`src/rtl/fallthrough_fifo_v3_pkg.sv`:
```
// Shared helpers and constants for the fallthrough FIFO v3.
package fallthrough_fifo_v3_pkg;

  // Bit positions of the sticky error flags inside the packed error vector.
  localparam int unsigned ErrOverflowBit  = 0;
  localparam int unsigned ErrUnderflowBit = 1;
  localparam int unsigned ErrBits         = 2;

  // Ceiling log2; clog2(1) = 0.
  function automatic int unsigned clog2(input int unsigned value);
    int unsigned res;
    res = 0;
    while ((32'd1 << res) < value) begin
      res++;
    end
    return res;
  endfunction

endpackage

```
`src/rtl/fallthrough_fifo_v3_ram.sv`:
```
// Simple dual-port RAM: one write port, one registered read port, no reset on contents.
module fifo_ram_sdp #(
  parameter int unsigned WIDTH     = 72,
  parameter int unsigned ADDR_BITS = 3
) (
  input  logic                 clk,
  input  logic                 wr_en,
  input  logic [ADDR_BITS-1:0] wr_addr,
  input  logic [WIDTH-1:0]     wr_data,
  input  logic                 rd_en,
  input  logic [ADDR_BITS-1:0] rd_addr,
  output logic [WIDTH-1:0]     rd_data
);

  logic [WIDTH-1:0] mem [2**ADDR_BITS];

  // Write port.
  always_ff @(posedge clk) begin
    if (wr_en) begin
      mem[wr_addr] <= wr_data;
    end
  end

  // Registered read port.
  always_ff @(posedge clk) begin
    if (rd_en) begin
      rd_data <= mem[rd_addr];
    end
  end

endmodule

```
`src/rtl/fallthrough_fifo_v3.sv`:
```
// First-word-fall-through FIFO: RAM -> ram_q stage -> middle stage -> dout register,
// with occupancy counters, programmable thresholds, flush and sticky error flags.
module fallthrough_fifo_v3
  import fallthrough_fifo_v3_pkg::*;
#(
  parameter int unsigned WIDTH                = 72,
  parameter int unsigned MAX_DEPTH_BITS       = 3,
  parameter int unsigned PROG_FULL_THRESHOLD  = 2**MAX_DEPTH_BITS - 1,
  parameter int unsigned PROG_EMPTY_THRESHOLD = 1
) (
  input  logic                      clk,
  input  logic                      reset_n,
  input  logic [WIDTH-1:0]          din,
  input  logic                      wr_en,
  input  logic                      rd_en,
  input  logic                      flush,
  input  logic                      clr_err,
  output logic [WIDTH-1:0]          dout,
  output logic                      empty,
  output logic                      full,
  output logic                      nearly_full,
  output logic                      prog_full,
  output logic                      prog_empty,
  output logic [MAX_DEPTH_BITS+1:0] data_count,
  output logic                      overflow,
  output logic                      underflow
);

  localparam int unsigned DEPTH  = 2**MAX_DEPTH_BITS;
  localparam int unsigned RcBits = clog2(DEPTH + 1);
  localparam int unsigned DcBits = MAX_DEPTH_BITS + 2;

  logic [MAX_DEPTH_BITS-1:0] wr_ptr_q, wr_ptr_d, rd_ptr_q, rd_ptr_d;
  logic [RcBits-1:0]         ram_count_q, ram_count_d;
  logic [DcBits-1:0]         data_count_q, data_count_d;
  logic                      ramq_valid_q, ramq_valid_d;
  logic                      middle_valid_q, middle_valid_d;
  logic                      dout_valid_q, dout_valid_d;
  logic                      full_q, nearly_full_q, prog_full_q, prog_empty_q;
  logic [ErrBits-1:0]        err_q, err_d;
  logic [WIDTH-1:0]          middle_q, dout_q, ram_rd_data;
  logic                      wr_acc, rd_acc, ram_rd, update_dout, update_middle;

  // Handshake decode; flush masks every other request for the cycle.
  always_comb begin
    wr_acc        = wr_en & ~full_q & ~flush;
    rd_acc        = rd_en & dout_valid_q & ~flush;
    update_dout   = (middle_valid_q | ramq_valid_q) & (rd_en | ~dout_valid_q) & ~flush;
    update_middle = ramq_valid_q & (middle_valid_q == update_dout) & ~flush;
    ram_rd        = (ram_count_q != '0) & ~(ramq_valid_q & middle_valid_q & dout_valid_q)
                    & ~flush;
  end

  fifo_ram_sdp #(
    .WIDTH     (WIDTH),
    .ADDR_BITS (MAX_DEPTH_BITS)
  ) u_ram (
    .clk     (clk),
    .wr_en   (wr_acc),
    .wr_addr (wr_ptr_q),
    .wr_data (din),
    .rd_en   (ram_rd),
    .rd_addr (rd_ptr_q),
    .rd_data (ram_rd_data)
  );

  // Next-state for pointers, counters, stage valids and error flags.
  always_comb begin
    wr_ptr_d       = wr_ptr_q + MAX_DEPTH_BITS'(wr_acc);
    rd_ptr_d       = rd_ptr_q + MAX_DEPTH_BITS'(ram_rd);
    ram_count_d    = ram_count_q + RcBits'(wr_acc) - RcBits'(ram_rd);
    data_count_d   = data_count_q + DcBits'(wr_acc) - DcBits'(rd_acc);
    ramq_valid_d   = ramq_valid_q;
    middle_valid_d = middle_valid_q;
    dout_valid_d   = dout_valid_q;
    if (flush) begin
      wr_ptr_d       = '0;
      rd_ptr_d       = '0;
      ram_count_d    = '0;
      data_count_d   = '0;
      ramq_valid_d   = 1'b0;
      middle_valid_d = 1'b0;
      dout_valid_d   = 1'b0;
    end else begin
      if (update_dout) begin
        dout_valid_d = 1'b1;
      end else if (rd_en) begin
        dout_valid_d = 1'b0;
      end
      if (update_middle) begin
        middle_valid_d = 1'b1;
      end else if (update_dout && middle_valid_q) begin
        middle_valid_d = 1'b0;
      end
      // ram_q empties when its word moves on, unless a fresh RAM read refills it.
      if (ram_rd) begin
        ramq_valid_d = 1'b1;
      end else if (update_middle || (update_dout && !middle_valid_q)) begin
        ramq_valid_d = 1'b0;
      end
    end
    // A new error event wins over clr_err in the same cycle.
    err_d = clr_err ? '0 : err_q;
    if (wr_en && full_q && !flush) begin
      err_d[ErrOverflowBit] = 1'b1;
    end
    if (rd_en && !dout_valid_q && !flush) begin
      err_d[ErrUnderflowBit] = 1'b1;
    end
  end

  // Control state; flags are registered from the next-state counts.
  always_ff @(posedge clk or negedge reset_n) begin
    if (!reset_n) begin
      wr_ptr_q       <= '0;
      rd_ptr_q       <= '0;
      ram_count_q    <= '0;
      data_count_q   <= '0;
      ramq_valid_q   <= 1'b0;
      middle_valid_q <= 1'b0;
      dout_valid_q   <= 1'b0;
      full_q         <= 1'b0;
      nearly_full_q  <= 1'b0;
      prog_full_q    <= 1'b0;
      prog_empty_q   <= 1'b1;
      err_q          <= '0;
    end else begin
      wr_ptr_q       <= wr_ptr_d;
      rd_ptr_q       <= rd_ptr_d;
      ram_count_q    <= ram_count_d;
      data_count_q   <= data_count_d;
      ramq_valid_q   <= ramq_valid_d;
      middle_valid_q <= middle_valid_d;
      dout_valid_q   <= dout_valid_d;
      full_q         <= (ram_count_d == RcBits'(DEPTH));
      nearly_full_q  <= (ram_count_d >= RcBits'(DEPTH - 1));
      prog_full_q    <= (ram_count_d >= RcBits'(PROG_FULL_THRESHOLD));
      prog_empty_q   <= (data_count_d <= DcBits'(PROG_EMPTY_THRESHOLD));
      err_q          <= err_d;
    end
  end

  // Output-stage data; dout holds its value through a flush.
  always_ff @(posedge clk or negedge reset_n) begin
    if (!reset_n) begin
      middle_q <= '0;
      dout_q   <= '0;
    end else begin
      if (update_middle) begin
        middle_q <= ram_rd_data;
      end
      if (update_dout) begin
        dout_q <= middle_valid_q ? middle_q : ram_rd_data;
      end
    end
  end

  assign dout        = dout_q;
  assign empty       = ~dout_valid_q;
  assign full        = full_q;
  assign nearly_full = nearly_full_q;
  assign prog_full   = prog_full_q;
  assign prog_empty  = prog_empty_q;
  assign data_count  = data_count_q;
  assign overflow    = err_q[ErrOverflowBit];
  assign underflow   = err_q[ErrUnderflowBit];

endmodule

```
`config.mk`:
```
export PLATFORM = sky130hd
export DESIGN_NAME = fallthrough_fifo_v3
export DESIGN_NICKNAME = d
export VERILOG_FILES = /design/src/rtl/fallthrough_fifo_v3_pkg.sv /design/src/rtl/fallthrough_fifo_v3_ram.sv /design/src/rtl/fallthrough_fifo_v3.sv
export SDC_FILE = /design/constraint.sdc
export NUM_CORES = 1
export LEC_CHECK = 0
export ABC_AREA = 1
export BUFFER_PORTS_ARGS = -buffer_cell sky130_fd_sc_hd__buf_2
export CELL_PAD_IN_SITES_DETAIL_PLACEMENT = 1
export CELL_PAD_IN_SITES_GLOBAL_PLACEMENT = 2
export CORE_UTILIZATION = 36
export DETAILED_ROUTE_END_ITERATION = 10
export PLACE_DENSITY = 0.82
export RECOVER_POWER = 100
export SLEW_MARGIN = 40
export SYNTH_ARGS = -nofsm -noshare
export SYNTH_HDL_FRONTEND = slang
export SYNTH_HIERARCHICAL = 1
export SYNTH_SLANG_ARGS = --single-unit
export TNS_END_PERCENT = 5
```
`constraint.sdc`:
```
create_clock -name clk -period 5.3 [get_ports clk]
set_input_delay 0.795 -clock clk [delete_from_list [all_inputs] [get_ports clk]]
set_output_delay 0.795 -clock clk [all_outputs]
set_load 0.005 [all_outputs]
```
# Yosys cells after proc, flatten, opt, wreduce, memory -nomap -nowiden
# Memories as Yosys holds them, arrays and structs flattened. A register that Yosys moved wholly into a read port is not among the register bits.
# Cells that the tools add are included.
# op_classes
bitwise	18
n_mul	0
mux	19
reduce_logical	16
n_addsub	6
magnitude_cmp	2
shifts	0
n_eq_ne	2
div	0
# ops
op	n
$mux W72	1
$mux W1	13
$and A1 B1 Y1	12
$reduce_bool A3 Y1	3
$add A3 B1 Y3	2
$logic_and A1 B1 Y1	6
$mux W3	2
$add A5 B1 Y5	1
$le A5 B1 Y1 const B	1
$mux W5	1
$sub A5 B1 Y5	1
$add A4 B1 Y4	1
$eq A4 B4 Y1 const B	1
$ge A4 B3 Y1 const B	1
$mux W4	1
$not A1 Y1	4
$reduce_bool A2 Y1	2
$reduce_bool A4 Y1	1
$sub A4 B1 Y4	1
$logic_not A1 Y1	3
$mux W2	1
$or A1 B1 Y1	2
$eq A1 B1 Y1	1
$logic_or A1 B1 Y1	1
# word_totals
register_bits	167
latch_bits	0
output_inout_bits	84
rom_bits	0
mem_count	1
ramBits	576
# memory_table
memory	depth	word_bits	read_ports	rd_ports_with_merged_regs	wr	line	rtl
u_ram.mem	8	72	1	1	1	fallthrough_fifo_v3_ram.sv:15	logic [WIDTH-1:0] mem [2**ADDR_BITS];

# Longest topological paths before layout
# Gate-level depths: netlist of run 1.
# depth
ltp_word	11
mapped_depth	14

# By module
# The synthesis of run 1 kept the hierarchy.
# by_module_without_submodules
mod	area_per_inst_um2	cells_each	seq_area_each_um2	n_inst
fifo_ram_sdp	27286.2	2577	19458.7	1
fallthrough_fifo_v3	7319.5	841	4180.3	1

# Worst setup path after synthesis of run 1
# OpenSTA, ideal clock, no wires.
# synth_path
path_kind	input to register
from	input flush
to	register full_q, in the netlist full
required_time_ps	5228
stages	12
path_buffers	2
arrival_time_ps	5804
path_slack_ps	-576
cell_sequence	buf_6 clkbuf_1 nor2_1 nand2_1 nand2_1 ha_1 fa_1 inv_1 nor2_1 nor2_1 nand2_1 nor2_1
# synth_rtl
element	line	rtl
start, declared	fallthrough_fifo_v3.sv:16	input logic flush,
$not A1 Y1	fallthrough_fifo_v3.sv:51	& ~flush;
$and A1 B1 Y1	fallthrough_fifo_v3.sv:51	
net ram_rd	fallthrough_fifo_v3.sv:42	logic wr_acc, rd_acc, ram_rd, update_dout, update_middle;
$sub A4 B1 Y4	fallthrough_fifo_v3.sv:71	ram_count_d = ram_count_q + RcBits'(wr_acc) - RcBits'(ram_rd);
$mux W4	fallthrough_fifo_v3.sv:76	if (flush) begin
net ram_count_d[1]	fallthrough_fifo_v3.sv:34	logic [RcBits-1:0] ram_count_q, ram_count_d;
$eq A4 B4 Y1	fallthrough_fifo_v3.sv:135	full_q <= (ram_count_d == RcBits'(DEPTH));
end signal, assigned	fallthrough_fifo_v3.sv:135	
end, declared	fallthrough_fifo_v3.sv:39	logic full_q, nearly_full_q, prog_full_q, prog_empty_q;
# The timed path passes the listed nets, and every way through them passes these cells.
# A chain may end at the register's enable or synchronous reset.

==> out/qor.csv, run 1 <==
stage,metric,value,unit
run_status,status,"complete, but fails checks",
run_status,violated checks,"max-capacitance violations, max-slew violations",
critical_path,required time of the worst setup path,5670,ps
cts,cts repair resizes,0,
finish,"commonest non-fill, non-tap cell in the layout",nand2_1,
critical_path,Slowest cell on crit path,dfrtp_1,
min_path,hold path depth,2,
global_routing,pin count of the biggest net entering global routing,145,
synthesis,warnings from Yosys,6,
synthesis,largest family of logic cells by synthesized area,simple AND/OR/NAND/NOR gates,
synthesis,Synth Area in Adders,0.622,%
critical_path,"critical path, cell by cell","inv_4, clkbuf_1, nand3_1, nand2_1, nand2_1, nand2_1",
cts,CTS root buffer,clkbuf_16,
job,max_cap viols,6,
min_path,Worst Hold Class,input pin to flop,
sta,TNS Setup,0,ps
critical_path,WS Path Type,flop to flop,
cts,post-CTS setup buffer count,0,
die,# IOs,162,
placed_design,DP Worst Slack,1840,ps
global_routing,initial antenna violation count,12,
global_routing,first-pass GRT wire length,135000,um
synthesis,"FF+latch count, synth",815,
synthesis,mux contribution to synthesized area,0,%
synthesis,Synth Area in Simple Gates,17.6,%
placed_design,Post-Place Cells,4722,
power_and_ir_drop,maximum vdd drop,0.000273,V
finish,"commonest non-fill, non-tap cells in the layout","1181 x nand2_1, 680 x inv_1, 648 x edfxtp_1",
critical_path,CP Depth,6,
global_routing,vias in the first global route,23179,
global_routing,all-layer global routing usage,18.0,%
route,wire length per cell,18.0,um
critical_path,Crit. Startpoint,rd_ptr_q[1],
synthesis,"Avg Cell Area, Syn",10.1,um2
route,Initial DRT Pass Iterations,5,
route,Initial DRC Count,1408,
route,DRC viols,0,
route,Vias,22622,
critical_path,worst-path fanout max,45,
critical_path,buffer and inverter count on the worst path,2,
cts,clock latency at the later pin of the worst-skew pair,660,ps
sta,f_max,260,MHz
die,Row Count,113,
critical_path,crit path launch type,flop,
synthesis,complex-gate fraction of the synthesized area,3.36,%
synthesis,register area share after synthesis,68.3,%
cts,CTS tree,built,
die,CORE AREA,95200,um2
route,post-DR vias/cell,4.63,
sta,Slew headroom,-65.5,%
synthesis,Synthesized Nets,3512,
route,DRT antenna net count,0,
die,Die Width,312,um
synthesis,Cell variety after synth,28,
power_and_ir_drop,pwr dens,498,nW/um2
finish,Nets,3642,
critical_path,CP max stage delay,1530,ps
sta,Worst Slack Setup Final,1450,ps
finish,FILL cells,10557,
placed_design,port bufs,161,
critical_path,R2R depth,6,
cts,H-tree depth,3,
finish,synth-to-layout area growth,13.4,%
sta,max-slew violations,244,
synthesis,Syn Inst Count,3418,
sta,clock skew,30.0,ps
cts,cts bufs inserted,88,
cts,CTS Sinks,815,
cts,CTS Hold Bufs,0,
sta,Setup-failing EPs final,0,
critical_path,CP arrival,4230,ps
die,height of the die,312,um
sta,minimum clock period,3850,ps
critical_path,CP dominant cell by count,nand2_1,
global_routing,total gr overflow,0,
critical_path,CP endpoint kind,flop,
synthesis,Post-Synth XOR/XNOR Area,0.0506,%
finish,fin cells,4887,
sta,final hold vios,0,
die,DIE AREA,97400,um2
route,routed wire length,87700,um
sta,Worst Tran Pin Value,2480,ps
synthesis,Mapped Area,34600,um2
critical_path,"CP delay by family, top",flip-flops,
critical_path,r2r startpoint,rd_ptr_q[1],
sta,Tcrit/Tclk final,72.7,%
power_and_ir_drop,Leak Pwr,0.0176,uW
finish,layout cell share with drive strength beyond 1,5.66,%
cts,Max clock buf depth,3,
min_path,HP Start,clr_err,
cts,"Reg clk slew, reported paths",60,ps
sta,RSZ-0062 raised after global routing,no,
placed_design,routability cong.,0.748,
die,Initial Util,36.4,%
placed_design,hpwl dp,50600,um
## through the flow
stage / power (uW) / hold WS, ps / util (%) / area [um2]
after detailed placement: 13700 / 468 / 38.5 / 36600
after CTS: 19900 / 71.8 / 41.5 / 39500
after global routing: 20800 / 369 / 41.2 / 39200
after floorplan: 12000 / 431 / - / 34600
final: 19500 / 364 / 41.2 / 39200
after global placement: 13500 / 460 / 38.4 / 36600
## registers in the layout, summed over array words and instances (netlist names), 2 cells and up
register	count
middle_q	72
err_q	2
u_ram/mem	576
data_count	5
rd_ptr_q	3
u_ram/rd_data	72
dout	72
ram_count_q	4
wr_ptr_q	3
## synth_stat cells
| cell type | number | area, um2 |
|---|---|---|
| dfstp_2 | 1 | 26.3 |
| clkbuf_1 | 48 | 180 |
| inv_4 | 4 | 25.0 |
| o21ai_1 | 58 | 290 |
| nor3_1 | 2 | 10.0 |
| nor2_4 | 2 | 22.5 |
| xnor2_1 | 1 | 8.76 |
| buf_6 | 21 | 236 |
| nor2_1 | 24 | 90.1 |
| nand3_4 | 1 | 17.5 |
| nand3_1 | 300 | 1500 |
| edfxtp_1 | 648 | 19500 |
| o32ai_1 | 2 | 17.5 |
| o31ai_1 | 1 | 7.51 |
| fa_1 | 2 | 40.0 |
| buf_1 | 12 | 45.0 |
| buf_4 | 19 | 143 |
| o21ai_2 | 3 | 26.3 |
| buf_2 | 59 | 295 |
| dfrtp_1 | 166 | 4150 |
| o21ai_0 | 160 | 801 |
| nand4_1 | 2 | 12.5 |
| ha_1 | 14 | 175 |
| inv_2 | 1 | 3.75 |
| a21oi_1 | 4 | 20.0 |
| xor2_1 | 1 | 8.76 |
| nand2_1 | 1181 | 4430 |
| inv_1 | 681 | 2560 |
## worst paths after layout
kind                                     endpoint  slack, ps
worst max-delay path            u_ram/rd_data[56]       1450
worst max register to register  u_ram/rd_data[56]       1450
min in group asynchronous                dout[47]        920
worst min register to register       middle_q[36]        480
worst min-delay path                     err_q[1]        360
max in group asynchronous                dout[16]       2680
## cell type report
class                   instances  area (um2)  area share [%]
inverters                     686        2600            6.62
well taps                    1265        1580            4.03
clock buffers                 108        2350            5.99
multi-input cells            1758        7500            19.1
clock inverters                53         527            1.34
diodes                          3        7.51          0.0191
repair buffers                199        1040            2.64
flip-flops and latches        815       23600            60.3
## cell families (layout without fill, tap and decap cells)
group,after synthesis,count (layout)
fa+ha+maj,16,16
other cells,0,3
compound gates,228,228
buf+inv,845,1046
flops,815,815
xor+xnor,2,2
simple gates,1512,1512
## report_power, final
group / internal, uW / total, uW / switching, uW
sequential: 7990 / 8490 / 506
clock: 3600 / 6120 / 2530
combinational: 1440 / 4930 / 3490
## layer usage
metal / global-route usage, % / wire, um / vias up
li1: - / - / 10995
met1: 25.0 / 41600 / 11132
met2: 28.9 / 40400 / 377
met3: 3.40 / 4230 / 102
met4: 4.59 / 1380 / 16
met5: 0 / 105 / -
Note: power is estimated with default switching activity, not from simulation.
==> run 2: changes to the inputs <==
Settings changed: CORE_UTILIZATION 36 to 39, PLACE_DENSITY 0.82 to 0.84.
Clock period 5.3 ns to 3.8 ns, I/O delays scaled along.
==> run 2 against run 1 <==
The flow still finishes with violations (max-capacitance violations, max-slew violations); fmax is 26% higher; first-iteration DRC count up 1.2%; routed wire length rose by 0.41%; critical path depth grew 1; sequential cell count is the same; power rose by 42%; critical endpoint is now u_ram/rd_data[50]; combinational power up 41%; worst hold slack got worse by 210 ps; non-clock buffer count rose by 6.
==> out/qor.csv, run 2 (synthesis results as in run 1) <==
stage,metric,value,unit,change
run_status,status,"complete, but fails checks",,
run_status,violated checks,"max-capacitance violations, max-slew violations",,
route,wire length on met1,42100,um,+1.2%
critical_path,required time of the worst setup path,4250,ps,-1420 ps
route,routed wl met2,39700,um,-1.8%
route,routed wire length,88100,um,+0.41%
placed_design,routability cong.,0.741,,-0.92%
finish,max reg flops,576,,unchanged
finish,synth-to-layout area growth,13.8,%,
critical_path,worst-path fanout max,63,,+40%
die,height of the die,300,um,-3.9%
global_routing,total gr overflow,0,,unchanged
route,wire length on met3,4790,um,+13%
global_routing,vias in the first global route,23302,,+0.53%
route,wire length per cell,18.4,um,+2.5%
die,Die Width,300,um,-3.9%
critical_path,Crit. Startpoint,rd_ptr_q[0],,
finish,"Most flops, register",u_ram/mem,,
critical_path,"CP delay by family, top",buffers and inverters,,
critical_path,R2R depth,7,,+1
finish,Nets,3647,,+0.14%
critical_path,worst setup path endpoint,u_ram/rd_data[50],,
cts,CTS Sinks,815,,unchanged
finish,"commonest non-fill, non-tap cells in the layout","1181 x nand2_1, 680 x inv_1, 648 x edfxtp_1",,
cts,CTS root buffer,clkbuf_16,,
cts,cts bufs inserted,87,,-1.1%
die,Initial Util,39.6,%,+3.3 points
finish,final instance area,39400,um2,+0.33%
cts,Max clock buf depth,3,,unchanged
sta,Setup-failing EPs final,0,,unchanged
placed_design,placed inst area,36600,um2,about the same
critical_path,CP Depth,7,,+1
sta,Tcrit/Tclk final,80.7,%,+8.0 points
placed_design,port bufs,161,,unchanged
sta,RSZ-0062 raised after global routing,no,,
route,DRT antenna net count,0,,unchanged
finish,layout cell share with drive strength beyond 1,6.51,%,+0.85 points
critical_path,buffer and inverter count on the worst path,2,,unchanged
job,max_cap viols,6,,unchanged
critical_path,crit path launch type,flop,,
sta,clock skew,17.3,ps,-12.7 ps
critical_path,WS Path Type,flop to flop,,
min_path,Worst Hold Class,input pin to flop,,
sta,f_max,326,MHz,+26%
sta,Fin Hold WS,150,ps,-214 ps
critical_path,r2r startpoint,rd_ptr_q[0],,
critical_path,CP dominant cell by count,nand2_1,,
critical_path,Slowest cell on crit path,clkinvlp_4,,
critical_path,worst reg2reg endpoint,u_ram/rd_data[50],,
die,# IOs,162,,unchanged
power_and_ir_drop,pwr dens,705,nW/um2,+42%
global_routing,pin count of the biggest net entering global routing,140,,-3.4%
critical_path,CP arrival,3520,ps,-710 ps
die,DIE AREA,89900,um2,-7.6%
cts,clock latency at the later pin of the worst-skew pair,640,ps,-20 ps
cts,CTS tree,built,,
critical_path,"critical path, cell by cell","clkinvlp_4, clkbuf_1, nand2_1, nand3_1, nand2_1, nand2_1, nand2_1",,
global_routing,all-layer global routing usage,19.9,%,+1.9 points
sta,minimum clock period,3070,ps,-785 ps
global_routing,initial antenna violation count,15,,+3
global_routing,first-pass GRT wire length,137000,um,+1.7%
sta,Slew headroom,-18.7,%,+47 points
cts,"Reg clk slew, reported paths",60,ps,about the same
critical_path,CP endpoint kind,flop,,
sta,Worst Tran Pin Value,1780,ps,-702 ps
sta,final hold vios,0,,unchanged
route,Initial DRC Count,1425,,+1.2%
finish,"commonest non-fill, non-tap cell in the layout",nand2_1,,
power_and_ir_drop,Leak Pwr,0.0178,uW,+0.85%
sta,max-slew violations,393,,+61%
power_and_ir_drop,maximum vdd drop,0.000396,V,+45%
route,Initial DRT Pass Iterations,5,,unchanged
route,DRC viols,0,,unchanged
placed_design,hpwl dp,49700,um,-1.6%
critical_path,register-to-register setup slack,730,ps,-710 ps
die,CORE AREA,87300,um2,-8.3%
route,post-DR vias/cell,4.76,,+2.8%
route,top routing layer in use,met5,,
route,Vias,22793,,+0.76%
die,Row Count,108,,-4.4%
cts,H-tree depth,3,,unchanged
critical_path,CP max stage delay,1040,ps,-490 ps
[run 2: changes by cell type in the layout (fill, tap and decap cells not counted), sizes merged]
cell | before | now
buf | 63 | 71
clkinv | 39 | 33
diode | 3 | 9
bufinv | 9 | 13
clkbuf | 244 | 242
clkinvlp | 4 | 6
dlygate4sd3 | 0 | 1
inv | 687 | 686
[run 2: routing by layer]
metal | GRT usage (%) | up-vias
li1 | - | 11021
met4 | 5.37 | 12
met3 | 3.48 | 117
met1 | 28.7 | 11241
met5 | 0 | -
met2 | 30.9 | 402
[run 2: worst register-to-register path, cell delays in order (launching register included)]
cell        delay [ps]
dfrtp_4            510
clkinvlp_4        1050
clkbuf_1           720
nand2_1            180
nand3_1             80
nand2_1             90
nand2_1             50
nand2_1            220
[run 2: area by class of cell]
class                      instances  area, um2
sequential                       815      23600
multi-input combinational       1758       7520
antenna                            9       22.5
timing repair buffer             205       1140
tap                             1155       1450
clock buffer                     109       2410
clock inverter                    52        611
inverter                         686       2590
fill                            9736      47900
[run 2: worst min-delay path by stage]
stage	start	to	slack [ps]	depth (start not counted)
after floorplan	reset_n	data_count[0]	270	0
after global placement	middle_q[24]	middle_q[24]	460	2
after detailed placement	middle_q[56]	middle_q[56]	470	2
after CTS	clr_err	err_q[1]	110	2
after global routing	clr_err	err_q[1]	150	2
final	clr_err	err_q[1]	150	2
[run 2: power breakdown]
part	internal (uW)	switching, uW	total (uW)
Sequential	11200	725	11900
Combinational	2100	4840	6940
Clock	5380	3550	8930
[run 2: timing repair]
item,4_1_cts,5_1_grt
hold endpoints to repair,58,0
gates resized for setup,0,0
setup buffers,0,0
hold buffers,1,0
[run 2: per-stage QoR]
stage	cells	setup TNS [ps]	power, uW	setup WS [ps]	util, %
6_report	4789	0	27800	734	45.1
5_1_grt	4786	0	29500	530	45.1
2_1_floorplan	3418	-560080	16700	-978	-
4_1_cts	4780	0	28200	1340	45.4
3_5_place_dp	4618	0	19200	938	42.0
3_3_place_gp	4617	0	18900	979	41.9
==> run 3: changes to the inputs <==
Settings changed: ABC_AREA 1 to 0, PLACE_DENSITY 0.84 to 0.73.
Clock period 3.8 ns to 3.1 ns, I/O delays scaled along.
==> run 3 against run 2 <==
The flow still finishes with violations (max-capacitance violations, max-slew violations); synthesized cell count is 56% lower; count of clock-buffer cells in the layout is 10 higher; first-iteration DRC count is 36% lower; non-clock buffer count is 5 higher; design area is 8.7% lower; global-route usage is 2.9 points lower; clock power is 13% higher; power is 13% higher; critical path type unchanged; largest cell class unchanged; largest power group unchanged.
==> out/qor.csv, run 3 <==
stage,metric,value,unit,change
global_routing,initial antenna violation count,4,,-11
synthesis,Yosys top cell by area,edfxtp_1,,
cts,Max clock buf depth,3,,unchanged
route,DRC viols,0,,unchanged
die,height of the die,286,um,-4.8%
synthesis,warnings from Yosys,6,,unchanged
sta,max-slew violations,153,,-61%
global_routing,first-pass GRT wire length,104000,um,-25%
min_path,Worst Hold Class,input pin to flop,,
job,max_cap viols,2,,-4
sta,Tcrit/Tclk final,94.4,%,+14 points
cts,cts bufs inserted,85,,-2.3%
synthesis,Synth area leaders,"edfxtp_1 62%, dfrtp_1 13%, mux4_2 10%",,
die,CORE AREA,79300,um2,-9.2%
sta,RSZ-0062 raised after global routing,no,,
cts,CTS Sinks,815,,unchanged
placed_design,hpwl dp,38200,um,-23%
sta,Worst Tran Pin Value,1640,ps,-145 ps
synthesis,asr flop ratio synth,20.5,%,unchanged
power_and_ir_drop,Clk pwr share,32.3,%,about the same
critical_path,required time of the worst setup path,3350,ps,-900 ps
synthesis,Post-synth top cells,"648 x edfxtp_1, 166 x dfrtp_1, 144 x mux4_2",,
synthesis,Syn Inst Count,1497,,-56%
critical_path,CP max stage delay,700,ps,-340 ps
finish,final instance area,36000,um2,-8.7%
global_routing,pin count of the biggest net entering global routing,146,,+4.3%
finish,max reg flops,576,,unchanged
route,wire length on met3,2530,um,-47%
die,DIE AREA,81500,um2,-9.3%
critical_path,CP arrival,3170,ps,-350 ps
route,routed wl met2,35000,um,-12%
placed_design,port bufs,161,,unchanged
route,DRT antenna net count,0,,unchanged
sta,clock skew,33.9,ps,+16.5 ps
critical_path,R2R depth,4,,-3
finish,"Most flops, register",u_ram/mem,,
cts,CTS tree,built,,
critical_path,Slowest cell on crit path,buf_2,,
global_routing,total gr overflow,0,,unchanged
route,post-DR vias/cell,5.13,,+7.7%
die,Initial Util,39.6,%,-0.080 points
sta,f_max,342,MHz,+4.7%
route,top routing layer in use,met5,,
route,wire length on met1,29700,um,-29%
route,wire length per cell,24.1,um,+31%
power_and_ir_drop,Int Pwr,22700,uW,+22%
sta,Fin Hold WS,57.8,ps,-92.1 ps
die,Die Width,286,um,-4.8%
finish,Nets,1811,,-50%
power_and_ir_drop,maximum vdd drop,0.000394,V,-0.39%
critical_path,buffer and inverter count on the worst path,1,,-1
critical_path,"critical path, cell by cell","nor3b_1, nand2b_1, nor3_1, buf_2",,
cts,CTS root buffer,clkbuf_16,,
power_and_ir_drop,Logic pwr share,21.0,%,-4.0 points
die,Row Count,103,,-4.6%
route,routed wire length,68400,um,-22%
run_status,violated checks,"max-capacitance violations, max-slew violations",,
finish,"commonest non-fill, non-tap cells in the layout","648 x edfxtp_1, 163 x dfrtp_1, 151 x clkbuf_1",,
cts,cts repair resizes,0,,unchanged
cts,H-tree depth,3,,unchanged
global_routing,all-layer global routing usage,17.0,%,-2.9 points
sta,final hold vios,0,,unchanged
power_and_ir_drop,sw frac,27.4,%,-5.5 points
route,Initial DRT Pass Iterations,4,,-1
power_and_ir_drop,Leak Pwr,0.0119,uW,-33%
synthesis,register area share after synthesis,75.4,%,+7.1 points
synthesis,ys flop type,edfxtp_1,,
critical_path,WS Path Type,flop to flop,,
die,# IOs,162,,unchanged
route,Initial DRC Count,919,,-36%
cts,clock latency at the later pin of the worst-skew pair,650,ps,about the same
critical_path,CP endpoint kind,flop,,
power_and_ir_drop,pwr dens,870,nW/um2,+23%
finish,layout cell share with drive strength beyond 1,25.1,%,+19 points
power_and_ir_drop,switching pwr,8570,uW,-6.1%
synthesis,Synth top area share,62.1,%,+5.8 points
power_and_ir_drop,sequential power share,46.7,%,+3.9 points
finish,synth-to-layout area growth,14.7,%,
synthesis,"EDFF count, synth",648,,unchanged
critical_path,"CP delay by family, top",simple AND/OR/NAND/NOR gates,,
placed_design,placed inst area,33700,um2,-8.0%
sta,Slew headroom,-9.10,%,+9.6 points
synthesis,"Avg Cell Area, Syn",20.9,um2,+110%
run_status,status,"complete, but fails checks",,
finish,"commonest non-fill, non-tap cell in the layout",edfxtp_1,,
min_path,hold path depth,2,,unchanged
sta,minimum clock period,2930,ps,-139 ps
critical_path,worst-path fanout max,22,,-65%
cts,"Reg clk slew, reported paths",60,ps,about the same
synthesis,Cell variety after synth,38,,+36%
synthesis,Synthesized Nets,1591,,-55%
critical_path,crit path launch type,flop,,
synthesis,top-count cell post-synth,edfxtp_1,,
sta,Setup-failing EPs final,0,,unchanged
global_routing,vias in the first global route,16287,,-30%
route,Vias,14569,,-36%
synthesis,"FF+latch count, synth",815,,unchanged
critical_path,CP Depth,4,,-3
placed_design,routability cong.,0.690,,-6.9%
synthesis,Mapped Area,31400,um2,-9.4%
## run 3: cell count changes after synthesis, sizes merged, moves of 66 or more
cell | before | now
nand2 | 1181 | 9
inv | 686 | 11
nand3 | 301 | 1
o21ai | 221 | 2
mux2 | 0 | 144
mux4 | 0 | 144
a21oi | 4 | 77
mux2i | 0 | 72
nor2 | 26 | 92
## run 3: per-stage QoR
stage	power [uW]	std cells	setup slack (ps)	utilization (%)	setup TNS, ps
4_1_cts	32300	2840	222	46.1	0
3_3_place_gp	21700	2679	265	42.6	0
3_5_place_dp	22000	2679	248	42.6	0
2_1_floorplan	19700	1497	-318	-	-157910
5_1_grt	32800	2841	57.5	45.4	0
6_report	31300	2841	173	45.4	0
## run 3: path summary, 6_finish.rpt
path	startpoint	slack (ps)	end
min reg2reg	u_ram/rd_data[43]	490	middle_q[43]
max	full	170	u_ram/mem[0][34]
max in group asynchronous	reset_n	610	dout[33]
min	clr_err	60	err_q[1]
min in group asynchronous	reset_n	740	dout[56]
max reg2reg	full	170	u_ram/mem[0][34]
## run 3: layout make-up
cell class	instances	area [um2]
Tap cell	1050	1310
Fill cell	7421	43300
Clock buffer	119	2400
Inverter	11	41.3
Timing Repair Buffer	210	1200
Clock inverter	41	405
Antenna cell	1	2.50
Sequential cell	815	23700
Multi-Input combinational cell	594	6940
## run 3: layer usage
| metal | vias to the layer above | track usage (%) |
|---|---|---|
| li1 | 6387 | - |
| met1 | 7847 | 22.3 |
| met2 | 230 | 29.4 |
| met3 | 99 | 2.89 |
| met4 | 6 | 4.22 |
| met5 | - | 0 |
## run 3: timing repair
action | 4_1_cts | 5_1_grt
buffers inserted | 0 | 0
endpoints found under the hold margin | 54 | 0
hold buffers | 1 | 0
## run 3: kinds of logic (layout without fill, tap and decap cells)
group	count (synthesis)	after routing	share of synthesized area, %
AOI/OAI and AO/OA	85	85	1.42
xor gates and xnor gates	8	8	0.223
adders and majority gates	16	16	0.686
buffers and inverters	88	381	2.02
DFF	815	815	75.4
muxes	360	360	18.5
other	0	1	0
and+or+nand+nor	125	125	1.73
## run 3: power by group through the flow
stage | sequential (uW) | clock (uW) | combinational [uW]
4_1_cts | 14600 | 10400 | 7200
5_1_grt | 14800 | 10800 | 7240
3_5_place_dp | 14900 | 0 | 7180
2_1_floorplan | 14500 | 0 | 5260
6_report | 14600 | 10100 | 6570
3_3_place_gp | 14800 | 0 | 6970
